File: src/rtl/ex_mem_stage_reg_if.sv
// EX->MEM stage handshake bundle: EX-side offer, MEM-side head entry.
// slave = the stage register itself, master = the EX/MEM environment driving it.
interface ex_mem_stage_reg_if #(
   parameter int DATA_W     = 32,
   parameter int REG_ADDR_W = 5
);
   logic                  in_valid;
   logic                  in_ready;
   logic [DATA_W-1:0]     in_pc;
   logic [DATA_W-1:0]     in_result;
   logic [DATA_W-1:0]     in_store_data;
   logic [REG_ADDR_W-1:0] in_dest_reg;
   logic                  in_reg_write;
   logic                  in_mem_read;
   logic                  in_mem_write;
   logic                  in_overflow;
   logic                  in_trap_ovf;
   logic                  in_op_invalid;

   logic                  out_valid;
   logic                  out_ready;
   logic [DATA_W-1:0]     out_pc;
   logic [DATA_W-1:0]     out_result;
   logic [DATA_W-1:0]     out_store_data;
   logic [REG_ADDR_W-1:0] out_dest_reg;
   logic                  out_reg_write;
   logic                  out_mem_read;
   logic                  out_mem_write;
   logic                  out_exc;
   logic [4:0]            out_exc_code;

   modport slave (
      input  in_valid, in_pc, in_result, in_store_data, in_dest_reg,
             in_reg_write, in_mem_read, in_mem_write,
             in_overflow, in_trap_ovf, in_op_invalid, out_ready,
      output in_ready, out_valid, out_pc, out_result, out_store_data,
             out_dest_reg, out_reg_write, out_mem_read, out_mem_write,
             out_exc, out_exc_code
   );

   modport master (
      output in_valid, in_pc, in_result, in_store_data, in_dest_reg,
             in_reg_write, in_mem_read, in_mem_write,
             in_overflow, in_trap_ovf, in_op_invalid, out_ready,
      input  in_ready, out_valid, out_pc, out_result, out_store_data,
             out_dest_reg, out_reg_write, out_mem_read, out_mem_write,
             out_exc, out_exc_code
   );
endinterface

File: src/rtl/ex_mem_stage_reg.sv
// EX->MEM pipeline register as a 2-entry skid buffer with exception marking and squash.
// Optional trapping-overflow exception enabled by defining EX_MEM_OVF_TRAP_EN.
//
// state     | meaning
// ST_EMPTY  | no entry held, out_valid=0, in_ready=1
// ST_ONE    | head holds an entry, skid empty, in_ready=1
// ST_TWO    | head and skid both hold entries, in_ready=0
module ex_mem_stage_reg #(
   parameter int         DATA_W     = 32,
   parameter int         REG_ADDR_W = 5,
   parameter logic [4:0] EXC_RI     = 5'd10,
   parameter logic [4:0] EXC_OV     = 5'd12
) (
   input logic               clk,
   input logic               rst_n,
   input logic               flush,
   ex_mem_stage_reg_if.slave bus
);

   typedef struct packed {
      logic [DATA_W-1:0]     pc;
      logic [DATA_W-1:0]     result;
      logic [DATA_W-1:0]     store_data;
      logic [REG_ADDR_W-1:0] dest_reg;
      logic                  reg_write;
      logic                  mem_read;
      logic                  mem_write;
      logic                  exc;
      logic [4:0]            exc_code;
   } entry_t;

   typedef enum logic [1:0] {
      ST_EMPTY = 2'd0,
      ST_ONE   = 2'd1,
      ST_TWO   = 2'd2
   } state_t;

   state_t state_q;
   entry_t head_q;
   entry_t skid_q;
   entry_t new_entry;
   logic   squash_q;
   logic   in_ready_q;
   logic   out_valid_q;

   logic   fault_ri;
   logic   fault_ov;
   logic   fault;
   logic   accept;
   logic   pop;
   logic   keep;

   assign fault_ri = bus.in_op_invalid;
`ifdef EX_MEM_OVF_TRAP_EN
   assign fault_ov = bus.in_overflow & bus.in_trap_ovf & ~bus.in_op_invalid;
`else
   logic unused_ovf;
   assign unused_ovf = bus.in_overflow ^ bus.in_trap_ovf;
   assign fault_ov   = 1'b0;
`endif
   assign fault = fault_ri | fault_ov;

   // Faulting entries keep pc/result/dest for the handler but lose all side effects.
   always_comb begin
      new_entry            = '0;
      new_entry.pc         = bus.in_pc;
      new_entry.result     = bus.in_result;
      new_entry.store_data = bus.in_store_data;
      new_entry.dest_reg   = bus.in_dest_reg;
      new_entry.reg_write  = bus.in_reg_write & ~fault;
      new_entry.mem_read   = bus.in_mem_read  & ~fault;
      new_entry.mem_write  = bus.in_mem_write & ~fault;
      new_entry.exc        = fault;
      if (fault_ri)
         new_entry.exc_code = EXC_RI;
      else if (fault_ov)
         new_entry.exc_code = EXC_OV;
      else
         new_entry.exc_code = 5'd0;
   end

   assign accept = bus.in_valid & in_ready_q;
   assign pop    = out_valid_q & bus.out_ready;
   // While squashing, the handshake still completes but nothing is stored.
   assign keep   = accept & ~squash_q;

   always_ff @(posedge clk or negedge rst_n) begin
      if (!rst_n) begin
         state_q     <= ST_EMPTY;
         head_q      <= '0;
         skid_q      <= '0;
         squash_q    <= 1'b0;
         in_ready_q  <= 1'b1;
         out_valid_q <= 1'b0;
      end else if (flush) begin
         state_q     <= ST_EMPTY;
         squash_q    <= 1'b0;
         in_ready_q  <= 1'b1;
         out_valid_q <= 1'b0;
      end else begin
         if (keep && new_entry.exc)
            squash_q <= 1'b1;
         case (state_q)
            ST_EMPTY: begin
               if (keep) begin
                  head_q      <= new_entry;
                  state_q     <= ST_ONE;
                  out_valid_q <= 1'b1;
               end
            end
            ST_ONE: begin
               if (keep && pop) begin
                  head_q <= new_entry;
               end else if (keep) begin
                  skid_q     <= new_entry;
                  state_q    <= ST_TWO;
                  in_ready_q <= 1'b0;
               end else if (pop) begin
                  state_q     <= ST_EMPTY;
                  out_valid_q <= 1'b0;
               end
            end
            ST_TWO: begin
               if (pop) begin
                  head_q     <= skid_q;
                  state_q    <= ST_ONE;
                  in_ready_q <= 1'b1;
               end
            end
            default: begin
               state_q     <= ST_EMPTY;
               in_ready_q  <= 1'b1;
               out_valid_q <= 1'b0;
            end
         endcase
      end
   end

   assign bus.in_ready       = in_ready_q;
   assign bus.out_valid      = out_valid_q;
   assign bus.out_pc         = head_q.pc;
   assign bus.out_result     = head_q.result;
   assign bus.out_store_data = head_q.store_data;
   assign bus.out_dest_reg   = head_q.dest_reg;
   assign bus.out_reg_write  = head_q.reg_write;
   assign bus.out_mem_read   = head_q.mem_read;
   assign bus.out_mem_write  = head_q.mem_write;
   assign bus.out_exc        = head_q.exc;
   assign bus.out_exc_code   = head_q.exc_code;

endmodule

File: src/flat_wrapper.sv
// flat-port wrapper written by rule: the top's interface ports become plain ports
module ex_mem_stage_reg_flat 
#(
   parameter int         DATA_W     = 32,
   parameter int         REG_ADDR_W = 5,
   parameter logic [4:0] EXC_RI     = 5'd10,
   parameter logic [4:0] EXC_OV     = 5'd12
)
  (clk, rst_n, flush, bus_in_valid, bus_in_pc, bus_in_result, bus_in_store_data, bus_in_dest_reg, bus_in_reg_write, bus_in_mem_read, bus_in_mem_write, bus_in_overflow, bus_in_trap_ovf, bus_in_op_invalid, bus_out_ready, bus_in_ready, bus_out_valid, bus_out_pc, bus_out_result, bus_out_store_data, bus_out_dest_reg, bus_out_reg_write, bus_out_mem_read, bus_out_mem_write, bus_out_exc, bus_out_exc_code);
  ex_mem_stage_reg_if #(.DATA_W(DATA_W), .REG_ADDR_W(REG_ADDR_W)) bus_i ();
  input logic clk;
  input logic rst_n;
  input logic flush;
  input wire logic [$bits(bus_i.in_valid)-1:0] bus_in_valid;
  input wire logic [$bits(bus_i.in_pc)-1:0] bus_in_pc;
  input wire logic [$bits(bus_i.in_result)-1:0] bus_in_result;
  input wire logic [$bits(bus_i.in_store_data)-1:0] bus_in_store_data;
  input wire logic [$bits(bus_i.in_dest_reg)-1:0] bus_in_dest_reg;
  input wire logic [$bits(bus_i.in_reg_write)-1:0] bus_in_reg_write;
  input wire logic [$bits(bus_i.in_mem_read)-1:0] bus_in_mem_read;
  input wire logic [$bits(bus_i.in_mem_write)-1:0] bus_in_mem_write;
  input wire logic [$bits(bus_i.in_overflow)-1:0] bus_in_overflow;
  input wire logic [$bits(bus_i.in_trap_ovf)-1:0] bus_in_trap_ovf;
  input wire logic [$bits(bus_i.in_op_invalid)-1:0] bus_in_op_invalid;
  input wire logic [$bits(bus_i.out_ready)-1:0] bus_out_ready;
  output wire logic [$bits(bus_i.in_ready)-1:0] bus_in_ready;
  output wire logic [$bits(bus_i.out_valid)-1:0] bus_out_valid;
  output wire logic [$bits(bus_i.out_pc)-1:0] bus_out_pc;
  output wire logic [$bits(bus_i.out_result)-1:0] bus_out_result;
  output wire logic [$bits(bus_i.out_store_data)-1:0] bus_out_store_data;
  output wire logic [$bits(bus_i.out_dest_reg)-1:0] bus_out_dest_reg;
  output wire logic [$bits(bus_i.out_reg_write)-1:0] bus_out_reg_write;
  output wire logic [$bits(bus_i.out_mem_read)-1:0] bus_out_mem_read;
  output wire logic [$bits(bus_i.out_mem_write)-1:0] bus_out_mem_write;
  output wire logic [$bits(bus_i.out_exc)-1:0] bus_out_exc;
  output wire logic [$bits(bus_i.out_exc_code)-1:0] bus_out_exc_code;
  assign bus_i.in_valid = bus_in_valid;
  assign bus_i.in_pc = bus_in_pc;
  assign bus_i.in_result = bus_in_result;
  assign bus_i.in_store_data = bus_in_store_data;
  assign bus_i.in_dest_reg = bus_in_dest_reg;
  assign bus_i.in_reg_write = bus_in_reg_write;
  assign bus_i.in_mem_read = bus_in_mem_read;
  assign bus_i.in_mem_write = bus_in_mem_write;
  assign bus_i.in_overflow = bus_in_overflow;
  assign bus_i.in_trap_ovf = bus_in_trap_ovf;
  assign bus_i.in_op_invalid = bus_in_op_invalid;
  assign bus_i.out_ready = bus_out_ready;
  assign bus_in_ready = bus_i.in_ready;
  assign bus_out_valid = bus_i.out_valid;
  assign bus_out_pc = bus_i.out_pc;
  assign bus_out_result = bus_i.out_result;
  assign bus_out_store_data = bus_i.out_store_data;
  assign bus_out_dest_reg = bus_i.out_dest_reg;
  assign bus_out_reg_write = bus_i.out_reg_write;
  assign bus_out_mem_read = bus_i.out_mem_read;
  assign bus_out_mem_write = bus_i.out_mem_write;
  assign bus_out_exc = bus_i.out_exc;
  assign bus_out_exc_code = bus_i.out_exc_code;
  ex_mem_stage_reg #(.DATA_W(DATA_W), .REG_ADDR_W(REG_ADDR_W), .EXC_RI(EXC_RI), .EXC_OV(EXC_OV)) u_core (.clk(clk), .rst_n(rst_n), .flush(flush), .bus(bus_i));
endmodule
File: config.mk
export PLATFORM = sky130hd
export DESIGN_NAME = ex_mem_stage_reg_flat
export DESIGN_NICKNAME = d
export VERILOG_FILES = /design/src/rtl/ex_mem_stage_reg_if.sv /design/src/rtl/ex_mem_stage_reg.sv /design/src/flat_wrapper.sv
export SDC_FILE = /design/constraint.sdc
export NUM_CORES = 1
export LEC_CHECK = 0
export ABC_AREA = 0
export CAP_MARGIN = 40
export CORE_UTILIZATION = 54
export CTS_BUF_LIST = sky130_fd_sc_hd__clkbuf_8 sky130_fd_sc_hd__clkbuf_16
export CTS_CLUSTER_SIZE = 12
export DETAILED_ROUTE_END_ITERATION = 8
export PLACE_DENSITY_LB_ADDON = 0.1
export SLEW_MARGIN = 20
export SYNTH_ARGS = -nofsm -noshare
export SYNTH_HDL_FRONTEND = slang
export SYNTH_SLANG_ARGS = --single-unit
File: constraint.sdc
create_clock -name clk -period 2.95 [get_ports clk]
set_input_delay 0.59 -clock clk [delete_from_list [all_inputs] [get_ports clk]]
set_output_delay 0.59 -clock clk [all_outputs]
set_load 0.02 [all_outputs]
== Word-level counts from Yosys, hierarchy flattened ==
Index checks and enable logic that the tools add are counted.
Storage, ports and cells
  logic and storage cells: 81
  bits of input ports: 112
  output and inout port bits: 112
  register bits: 225
Cells by class
  muxes and demuxes: 25
  bitwise operators: 10
  reduce and logical (&&, ||, !) cells: 10
  equal/unequal tests: 14
Operator list (count)
  $mux W110: 3
  $pmux W110 S3: 1
  $mux W2: 6
  $ne A3 B2 Y1 const B: 4
  $reduce_and A4 Y1: 3
  $mux W1: 11
  $reduce_and A5 Y1: 2
  $and A1 B1 Y1: 6
  $ne A2 B1 Y1 const B: 3
  $ne A3 B3 Y1 const B: 2
  $pmux W1 S3: 2
  $pmux W2 S3: 1
  $mux W4: 1
  $ne A2 B2 Y1 const B: 2
  $ne A4 B2 Y1 const B: 1
  $not A1 Y1: 4
  $reduce_bool A3 Y1: 1
  $eq A2 B1 Y1 const B: 1
  $eq A2 B2 Y1 const B: 1
  $logic_and A1 B1 Y1: 2
  $logic_not A2 Y1: 1
  $reduce_bool A2 Y1: 1

== Logic depth before layout (Yosys ltp) ==
Gate-level depths: netlist of the first run.
  depth in word-level cells: 6
  gate-level depth with buffers: 8
  mapped depth without buffers: 4

== Worst setup path before layout of the first run ==
Ideal clock, no wire load.
  path kind: register to register
  start: register u_core.in_ready_q (netlist: u_core.bus.in_ready)
  end: register u_core.head_q (netlist bit u_core.bus.out_dest_reg[1])
  clock period less this slack: 2.028 ns
  library setup time: 0.125 ns
  cell stages (with the launch flop): 7
  path buffers: 2
  data required time: 2.825 ns
  data arrival time: 1.903 ns
  slack: 0.922 ns
  path through: dfstp_2 -> nand3b_1 -> or4_4 -> o21ai_4 -> buf_8 -> buf_6 -> mux2_2
On the way
  word-level cells in the longest chain between the ends: 5
  elaborated cells between the ends (all ways): 6
Ends and longest elaborated chain
  from (decl): RTL line ex_mem_stage_reg.sv:43  | logic in_ready_q;
  from (signal assigned): RTL line ex_mem_stage_reg.sv:93  | in_ready_q <= 1'b1;
  from (signal assigned): RTL line ex_mem_stage_reg.sv:98  | in_ready_q <= 1'b1;
  from (signal assigned): RTL line ex_mem_stage_reg.sv:117  | in_ready_q <= 1'b0;
  $and A1 B1 Y1 (*): RTL line ex_mem_stage_reg.sv:82  | assign accept = bus.in_valid & in_ready_q;
  $and A1 B1 Y1 (*): RTL line ex_mem_stage_reg.sv:85  | assign keep = accept & ~squash_q;
  $logic_and A1 B1 Y1: RTL line ex_mem_stage_reg.sv:112  | if (keep && pop) begin
  $ne A2 B1 Y1 (no line)
  $reduce_and A5 Y1 (no line) (*)
  to (signal assigned): RTL line ex_mem_stage_reg.sv:106  | head_q <= new_entry;
  to (signal assigned): RTL line ex_mem_stage_reg.sv:113  | head_q <= new_entry;
  to (signal assigned): RTL line ex_mem_stage_reg.sv:125  | head_q <= skid_q;
  to (decl): RTL line ex_mem_stage_reg.sv:39  | entry_t head_q;
Mark *: on every way between the ends. The rest lies on a longest branch, timed or not.
A chain may end at the register's enable or synchronous reset.

== Worst setup path after layout of the first run ==
  start: input bus_in_valid
  end: register u_core.head_q (netlist bit u_core.bus.out_result[2])
On the way
  word-level cells in the longest chain between the ends: 5
  elaborated cells between the ends (all ways): 6
Ends and longest elaborated chain
  from (decl): RTL line flat_wrapper.sv:14  | input wire logic [$bits(bus_i.in_valid)-1:0] bus_in_valid;
  $and A1 B1 Y1 (*): RTL line ex_mem_stage_reg.sv:82
  $and A1 B1 Y1 (*): RTL line ex_mem_stage_reg.sv:85
  $logic_and A1 B1 Y1: RTL line ex_mem_stage_reg.sv:112
  $ne A2 B1 Y1 (no line)
  $reduce_and A5 Y1 (no line) (*)
Marked as above.

==> metrics.md, run 1 <==
| Metric | Value |
|---|---|
| Cts hold-fix bufs | `0` |
| Drt initial violations | `~190` |
| RD Place Congestion | `0.783` |
| DR WL/cell | `18.8 um` |
| Pre-CTS setup slack | `0.0887 ns` |
| Setup ws final | `0.603 ns` |
| Power, Total | `12.4 mW` |
| First-pass iteration count of the detailed router | `4` |
| Max-cap check violation count | `0` |
| Most flop-heavy register | `u_core.skid_q` |
| Synth Register Bits | `215` |
| Filler cells | `1,090` |
| Worst skew pair latency | `0.49 ns` |
| Crit-path max FO | `34` |
| Area of the multi-input gates | `3760 um2` |
| CTS Buf Count | `23` |
| Post-route ant nets | `0` |
| Cell area after synthesis | `9380 um2` |
| Post-CTS sizing | `0` |
| Cells after Synth | `608` |
| Sequential Area | `around 5400 um2` |
| Status | `completed` |
| Clock group share of total power | `20.9%` |
| Worst path depth | `6` |
| Period utilisation layout | `between 70% and 80%` |
| Worst path slowest cell | `clkdlybuf4s50_1` |
| Most common cell after layout, fill and taps aside | `mux2_2` |
| Worst setup EP type | `flop` |
| Die Span Y | `134 um` |
| Die Area | `between 15,000 and 20,000 um2` |
| Clock transition time at the flip-flop clock pins of the worst setup and hold paths | `0.06 ns` |
| Sequential Power Share | `41.5%` |
| Worst reg2reg path depth | `5` |
| Ant diodes | `0` |
| Drc violations | `0` |
| Most frequent cells in the layout | `mux2_2, clkdlybuf4s50_1, dfrtp_1, mux2_1, clkbuf_16` |
| CP Class | `input port to flop` |
| Core area | `16,800 um2` |
| Startpoint types | `input port` |
| Row count | `47` |
| Post-synth top flop | `dfrtp_1` |
| Initial core utilization | `56.0%` |
| Area grow syn2layout | `33.2%` |
| Crit path DAT | `between 2 and 3 ns` |
| Nets | `939` |
| Initial antenna violation count | `0` |
| Crit path max-delay family | `buffers and inverters` |
| Post-synth EDFFs | `0` |
| Clock sinks | `215` |
| H-Tree Depth | `1` |
| # setup viols final | `0` |
| Relative slew slack | `between 50% and 60%` |
| Worst Hold Class | `input port to asynchronous set/reset pin` |
| Fin. max-slew vios | `0` |
| Vias | `between 5,000 and 6,000` |
| Global route overflow | `0` |
| Power share of the combinational group | `between 30% and 40%` |
| Worst clock skew | `about 0.007 ns` |
| Bufs on Longest Clock Path | `3` |
| Root Buffer Master | `clkbuf_16` |
| Setup TNS | `0 ns` |
| Die X | `approximately 130 um` |
| Fmax | `426 MHz` |
| RSZ-0062 raised after global routing | `false` |
| Synth warn | `0` |
| Total wire length | `just under 20,000 um` |
| Final hold vios | `0` |
| Vias in the first global route | `6,278` |
| Power Density | `990 nW/um2` |
| Min Tclk post-route | `roughly 2.3 ns` |
| Ordered cell list for the critical path | `clkdlybuf4s50_1 -> and4bb_1 -> o21bai_2 -> o21ai_4 -> buf_12 -> mux2_2` |
| Vias per cell | `5.40` |
| Least-Margin Pin Slew | `0.725 ns` |
| Detailed Place HPWL | `13,600 um` |
| P_leak | `5.27 nW` |
| Net Sw Power | `3.86 mW` |
| Ports | `224` |
| CP Buf/Inv Count | `2` |
| Post-CTS repair timing setup buffer count | `0` |
| Sw Ratio | `31.2%` |
| Required @ worst endpoint | `3.32 ns` |
| IO buf count | `218` |
| Total global-route track usage | `22.9%` |
| Layout cell share with drive strength beyond 1 | `between 30% and 40%` |
| CTS tree | `done` |
| Mean Syn Cell Area | `15.4 um2` |
| Largest register FFs | `roughly 110` |
| First-pass GRT wire length | `32,400 um` |
| Asr flop ratio synth | `100%` |
| Design internal power | `8.51 mW` |
| VDD IR max | `0.000655 V` |
| Largest net degree at the start of global routing | `91` |
| Post-synth cell types | `27` |
| Sequential area share after synthesis | `57.3%` |
| Critical path's largest stage delay | `0.52 ns` |
-- area by class of cell --
cell class	instances	area share, %
inverter	1	0.0300
multi-input combinational	354	30.1
tap	220	2.20
clock buffer	27	5.05
timing repair buffer	232	19.2
clock inverter	11	0.360
sequential	215	43.1
-- layer usage --
metal | track usage [%] | share of wire [%]
met1 | 27.5 | 40
met2 | 39.3 | 49
met3 | 6.50 | 7.5
met4 | 7.95 | 3.0
met5 | 0 | 0
-- cell usage after synthesis (2+ instances only) --
library cell  number  area, um2
mux2_2           262       2950
dfrtp_1          214       5360
mux2_1            47        529
buf_2             19       95.1
buf_4             11       82.6
a21oi_1            7       35.0
nand2_1            7       26.3
o21ai_0            6       30.0
buf_6              5       56.3
nor2_1             5       18.8
nand2b_1           4       25.0
buf_1              3       11.3
o21bai_1           3       22.5
nor2b_1            2       12.5
-- kinds of logic after synthesis --
group / after synthesis / share of synthesized area, %
AOI/OAI and AO/OA: 19 / 1.29
other: 1 / 0.0400
and+or+nand+nor: 23 / 1.39
buffers and inverters: 41 / 2.85
muxes: 309 / 37.1
DFF: 215 / 57.3
-- final timing paths --
kind	slack, ns	startpoint	end
worst min-delay path	0.18	rst_n	u_core.bus.out_store_data[21]$_DFFE_PN0P_
worst max register to register	0.65	u_core.bus.in_ready$_DFFE_PN1P_	u_core.bus.out_result[2]$_DFFE_PN0P_
worst max-delay path	0.60	bus_in_valid	u_core.bus.out_result[2]$_DFFE_PN0P_
max in group asynchronous	2.03	rst_n	u_core.skid_q[86]$_DFFE_PN0P_
worst min register to register	0.48	u_core.bus.out_result[17]$_DFFE_PN0P_	u_core.bus.out_result[17]$_DFFE_PN0P_
min in group clk	0.48	u_core.bus.out_result[17]$_DFFE_PN0P_	u_core.bus.out_result[17]$_DFFE_PN0P_
-- per-stage QoR --
| stage | std cells | utilization (%) | hold WS (ns) | area (um2) |
|---|---|---|---|---|
| after global routing | 1060 | 74.6 | 0.218 | 12500 |
| after global placement | 1022 | 70.5 | 0.463 | 11800 |
| after floorplan | 610 | - | 0.294 | 9390 |
| after detailed placement | 1022 | 70.5 | 0.474 | 11800 |
| final | 1060 | 74.6 | 0.176 | 12500 |
| after CTS | 1060 | 74.6 | 0.184 | 12500 |
-- power by group through the flow --
stage          sequential (mW)  clock, mW  combinational (mW)
3_5_place_dp              5.17          0                4.70
3_3_place_gp              5.04          0                4.55
4_1_cts                   5.14       2.66                4.72
2_1_floorplan             5.92          0                1.67
5_1_grt                   5.32       2.77                4.91
6_report                  5.13       2.58                4.66
(Power assumes the default switching activity.)
==> inputs of run 2 (changes only) <==
- CORE_UTILIZATION: 54 -> 45
- clock period: 2.95 -> 2 ns (I/O delays scaled with it)
==> run 2 against run 1 <==
  * The flow now finishes with violations (negative setup slack)
  * Utilization shrank 10 points
  * Non-clock buffer count up 17
  * Global-route usage down 3.5 points
  * Total power grew 56%
  * Final cell count grew 6.6%
  * Worst setup slack got worse by 0.63 ns
  * Clock skew barely moved
  * First-iteration DRC count down 34%
  * Wire length is 6.0% higher
==> metrics.md, run 2 (same netlist as run 1, synthesis figures left out) <==
| Metric | Value |
|---|---|
| Detailed Place HPWL | `~14,000 um` |
| CP Capture Point | `u_core.bus.out_reg_write$_DFFE_PN0P_` |
| Nets | `957` |
| H-Tree Depth | `1` |
| Fmax | `494 MHz` |
| Bufs on Longest Clock Path | `3` |
| Post-route ant nets | `0` |
| Vias per cell | `a little over 5` |
| Power share of the combinational group | `38.4%` |
| Worst path slowest cell | `dfstp_2` |
| Placed instance count | `1,080` |
| Filler cells | `1,453` |
| Failing checks | `negative setup slack` |
| Worst setup EP type | `flop` |
| Drc violations | `0` |
| Post-Layout Cell Count | `1,130` |
| Die X | `146 um` |
| Area of the multi-input gates | `3950 um2` |
| Layout cell share with drive strength beyond 1 | `42.1%` |
| Placed inst area | `12,000 um2` |
| Power, Total | `19.3 mW` |
| Sequential Area | `5380 um2` |
| Flop-to-flop setup slack | `-0.02 ns` |
| CP Class | `flop to flop` |
| Crit Reg-Reg Endpoint | `u_core.bus.out_reg_write$_DFFE_PN0P_` |
| RSZ-0062 raised after global routing | `true` |
| Worst clock skew | `about 0.0071 ns` |
| Clock group share of total power | `between 20 and 25%` |
| Area grow syn2layout | `39.8%` |
| Period utilisation layout | `101%` |
| Most common cell after layout, fill and taps aside | `mux2_2` |
| CP Buf/Inv Count | `2` |
| Root Buffer Master | `clkbuf_16` |
| Final Instance Area | `13,100 um2` |
| Sequential Power Share | `39.3%` |
| Status | `finished with violations` |
| Total wire length | `approximately 21,000 um` |
| DR WL/cell | `18.7 um` |
| Drt initial violations | `126` |
| P_leak | `5.64 nW` |
| Setup TNS | `-0.467 ns` |
| Ordered cell list for the critical path | `nand3b_1 -> or4_4 -> o21ai_4 -> buf_12 -> clkbuf_16 -> mux2_2` |
| CTS tree | `done` |
| Setup ws final | `-0.0236 ns` |
| Worst Hold Class | `input port to asynchronous set/reset pin` |
| Most flop-heavy register | `u_core.skid_q` |
| Worst reg2reg path depth | `6` |
| Crit path max-delay family | `simple AND/OR/NAND/NOR gates` |
| RD Place Congestion | `~0.76` |
| Pre-CTS setup slack | `-0.421 ns` |
| Die Area | `21,400 um2` |
| Initial core utilization | `roughly 46%` |
| Clock sinks | `215` |
| Ant diodes | `0` |
| Sw Ratio | `30.4%` |
| Fin. max-slew vios | `0` |
| Layout Utilization | `64.4%` |
| # setup viols final | `40` |
| Min Tclk post-route | `2.02 ns` |
| Worst path depth | `6` |
| Power Density | `1470 nW/um2` |
| Die Span Y | `146 um` |
| Crit path DAT | `2.41 ns` |
| VDD IR max | `0.00106 V` |
| Largest net degree at the start of global routing | `58` |
| First-pass iteration count of the detailed router | `4` |
| Crit-path max FO | `13` |
| Vias in the first global route | `between 6,000 and 7,000` |
| Final hold slack | `0.440 ns` |
| Critical path's largest stage delay | `0.55 ns` |
| Largest register FFs | `roughly 110` |
| Net Sw Power | `5.86 mW` |
| Ports | `224` |
| CTS Buf Count | `24` |
| Max-cap check violation count | `0` |
| Crit. Startpoint | `u_core.bus.in_ready$_DFFE_PN1P_` |
| Most frequent cells in the layout | `mux2_2, dfrtp_1, clkdlybuf4s50_1, mux2_4, clkbuf_16` |
| Initial antenna violation count | `0` |
| Worst skew pair latency | `0.51 ns` |
| Critical R2R Launch | `u_core.bus.in_ready$_DFFE_PN1P_` |
| Row count | `52` |
| Design internal power | `13.4 mW` |
| Clock transition time at the flip-flop clock pins of the worst setup and hold paths | `0.06 ns` |
| Global route overflow | `0` |
| Vias | `between 5,000 and 6,000` |
| Startpoint types | `flop` |
| Required @ worst endpoint | `about 2.4 ns` |
| IO buf count | `218` |
| Final hold vios | `0` |
| Core area | `between 20,000 and 25,000 um2` |
| Total global-route track usage | `between 15 and 20%` |
| First-pass GRT wire length | `roughly 33,000 um` |
-- run 2: power groups by stage --
| stage | logic (mW) | clock network, mW | registers (mW) |
|---|---|---|---|
| 6_report | 7.42 | 4.30 | 7.58 |
| 2_1_floorplan | 2.50 | 0 | 8.73 |
| 3_5_place_dp | 6.97 | 0 | 7.61 |
| 3_3_place_gp | 6.81 | 0 | 7.44 |
| 5_1_grt | 7.84 | 4.61 | 7.86 |
| 4_1_cts | 7.02 | 4.42 | 7.55 |
-- run 2: cell type report --
type                    count  share of cell area [%]
well taps                 270                    2.58
repair buffers            249                    20.4
inverters                   1                  0.0286
clock buffers              28                    5.08
multi-input cells         354                    30.1
flip-flops and latches    215                    41.0
clock inverters            13                   0.839
-- run 2: worst min path at each step --
stage	start	end	slack [ns]	cells after the start
2_1_floorplan	rst_n	u_core.bus.out_dest_reg[0]$_DFFE_PN0P_	0.10	0
3_3_place_gp	rst_n	u_core.skid_q[30]$_DFFE_PN0P_	0.39	1
3_5_place_dp	rst_n	u_core.skid_q[33]$_DFFE_PN0P_	0.40	1
4_1_cts	rst_n	u_core.skid_q[38]$_DFFE_PN0P_	0.43	2
5_1_grt	rst_n	u_core.skid_q[30]$_DFFE_PN0P_	0.46	2
6_report	rst_n	u_core.skid_q[30]$_DFFE_PN0P_	0.44	2
-- run 2: timing repair --
action,4_1_cts,5_1_grt
hold endpoints to repair,44,0
pin swaps,1,0
endpoints found under the setup margin,106,107
hold buffers,1,0
cloned,0,4
buffers inserted,4,0
resized for setup,3,52
-- run 2: metal layers --
layer  GRT usage (%)  vias to the layer above  routed length [um]  part of all wire [%]
met5               0                        -                   0                     0
met4            6.20                        0                 607                   2.9
met3            5.31                       43                1320                   6.3
met1            23.2                     2896                8980                    43
li1                -                     2645                   -                     -
met2            33.5                      162               10200                    48
==> inputs of run 3 (changes only) <==
- CORE_MARGIN: default -> 2
- clock period: 2 -> 1.8 ns (I/O delays scaled with it)
==> run 3 against run 2 <==
  * The flow still finishes with violations (negative setup slack)
  * Worst setup slack got worse by 0.21 ns
  * Combinational power down 4.7%
  * Largest cell class unchanged
  * Register-to-register slack lost 0.21 ns
  * Fmax down 0.33%
  * Cell area is 0.13% higher
  * Non-clock buffer count grew 19
  * Critical path type unchanged
  * Via count grew 1.1%
==> metrics.md, run 3 (same netlist as run 1, synthesis figures left out) <==
| Metric | Value |
|---|---|
| Status | `finished with violations` |
| Failing checks | `negative setup slack` |
| CTS tree | `done` |
| Detailed Place HPWL | `between 10,000 and 15,000 um` |
| Ports | `224` |
| H-Tree Depth | `1` |
| Drt initial violations | `between 150 and 200` |
| Period utilisation layout | `113%` |
| Crit path DAT | `around 2.4 ns` |
| CTS Buf Count | `24` |
| Die Span Y | `148 um` |
| Ordered cell list for the critical path | `nand3b_1 -> or4_4 -> o21ai_4 -> buf_12 -> buf_12 -> mux2_2` |
| Fin. max-slew vios | `0` |
| # setup viols final | `~210` |
| Crit-path max FO | `26` |
| Bufs on Longest Clock Path | `3` |
| CP Class | `flop to flop` |
| Flop-to-flop setup slack | `-0.23 ns` |
| Clock sinks | `roughly 220` |
| Required @ worst endpoint | `2.17 ns` |
| Initial antenna violation count | `1` |
| Critical path's largest stage delay | `between 0.5 and 0.6 ns` |
| Post-route ant nets | `0` |
| Root Buffer Master | `clkbuf_16` |
| P_leak | `5.81 nW` |
| Min Tclk post-route | `2.03 ns` |
| Power Density | `around 1500 nW/um2` |
| Critical R2R Launch | `u_core.bus.in_ready$_DFFE_PN1P_` |
| Setup ws final | `-0.230 ns` |
| Fmax | `493 MHz` |
| IO buf count | `218` |
| Total global-route track usage | `just under 20%` |
| Crit. Startpoint | `u_core.bus.in_ready$_DFFE_PN1P_` |
| Startpoint types | `flop` |
| Area grow syn2layout | `40.0%` |
| Final Instance Area | `13,100 um2` |
| Vias | `roughly 5,800` |
| CP Capture Point | `u_core.bus.out_pc[13]$_DFFE_PN0P_` |
| Layout cell share with drive strength beyond 1 | `40.8%` |
| Ant diodes | `0` |
| Nets | `around 980` |
| Largest net degree at the start of global routing | `53` |
| First-pass iteration count of the detailed router | `4` |
| Final hold vios | `0` |
| Vias in the first global route | `6,391` |
| Drc violations | `0` |
| Worst reg2reg path depth | `6` |
| Placed inst area | `12,200 um2` |
| Worst skew pair latency | `approximately 0.50 ns` |
| Row count | `52` |
| Clock transition time at the flip-flop clock pins of the worst setup and hold paths | `0.06 ns` |
| Most common cell after layout, fill and taps aside | `mux2_2` |
| Total wire length | `20,900 um` |
| Largest register FFs | `105` |
| DR WL/cell | `18.2 um` |
| Worst Hold Class | `input port to asynchronous set/reset pin` |
| Worst setup EP type | `flop` |
| Die X | `148 um` |
| RSZ-0062 raised after global routing | `true` |
| Vias per cell | `5.06` |
| First-pass GRT wire length | `approximately 34,000 um` |
| Worst path slowest cell | `dfstp_2` |
| Most frequent cells in the layout | `mux2_2, dfrtp_1, clkdlybuf4s50_1, dlygate4sd2_1, mux2_1` |
| Global route overflow | `0` |
| RD Place Congestion | `0.766` |
| Initial core utilization | `46.1%` |
| VDD IR max | `0.000871 V` |
| Max-cap check violation count | `0` |
| Crit Reg-Reg Endpoint | `u_core.bus.out_pc[13]$_DFFE_PN0P_` |
| Power, Total | `slightly above 20 mW` |
| Worst clock skew | `around 0.015 ns` |
| Die Area | `22,000 um2` |
| Core area | `a little over 20,000 um2` |
| CP dominant cell by count | `buf_12` |
| Most flop-heavy register | `u_core.skid_q` |
run 3: worst min path at each step:
stage	to	cells past startpoint
after CTS	u_core.skid_q[33]$_DFFE_PN0P_	2
after floorplan	u_core.bus.out_dest_reg[0]$_DFFE_PN0P_	0
after detailed placement	u_core.skid_q[33]$_DFFE_PN0P_	1
final	u_core.skid_q[33]$_DFFE_PN0P_	2
after global placement	u_core.skid_q[33]$_DFFE_PN0P_	1
after global routing	u_core.skid_q[33]$_DFFE_PN0P_	2
run 3: per-stage QoR:
stage / TNS [ns] / hold WS, ns / util [%] / instances / setup WS (ns)
6_report: -28.56 / 0.327 / 64.5 / 1149 / -0.230
5_1_grt: -40.18 / 0.340 / 64.5 / 1149 / -0.279
4_1_cts: -20.31 / 0.323 / 64.2 / 1145 / -0.221
3_5_place_dp: -87.81 / 0.281 / 60.0 / 1097 / -0.577
3_3_place_gp: -79.40 / 0.281 / 60.0 / 1097 / -0.512
2_1_floorplan: -18.20 / 0.0644 / - / 610 / -0.222
run 3: power by group:
part,internal (mW),switching (mW)
sequential,7.21,1.14
combinational,3.69,3.38
clock,2.97,1.85
run 3: metal layers:
layer | global-route usage (%) | vias to the layer above | share of wire, %
met5 | 0 | - | 0.043
met4 | 3.71 | 2 | 1.1
met3 | 4.94 | 18 | 6.2
met2 | 32.3 | 161 | 48
met1 | 25.7 | 2945 | 44
li1 | - | 2686 | -
run 3: critical path: cells and delay by family (launching register included):
kind,cells,cell delay [ns]
multiplexers,1,0.36
buffers and inverters,2,0.34
AND/OR/NAND/NOR,2,0.57
AO/OA/AOI/OAI,1,0.09
flip-flops,1,0.54
run 3: final cells by class:
class / instances / area (um2)
tap: 270 / 338
multi-input combinational: 354 / 3810
clock inverter: 8 / 63.8
fill: 1552 / 7230
sequential: 215 / 5380
inverter: 1 / 3.75
clock buffer: 33 / 736
timing repair buffer: 268 / 2800
run 3: repair_timing:
action                                 CTS  global route
gates resized for setup                131             2
buffers inserted                         4             2
endpoints found under the hold margin   22             0
setup endpoints to repair              214           208
hold buffers                             1             0
cloned                                   2             2
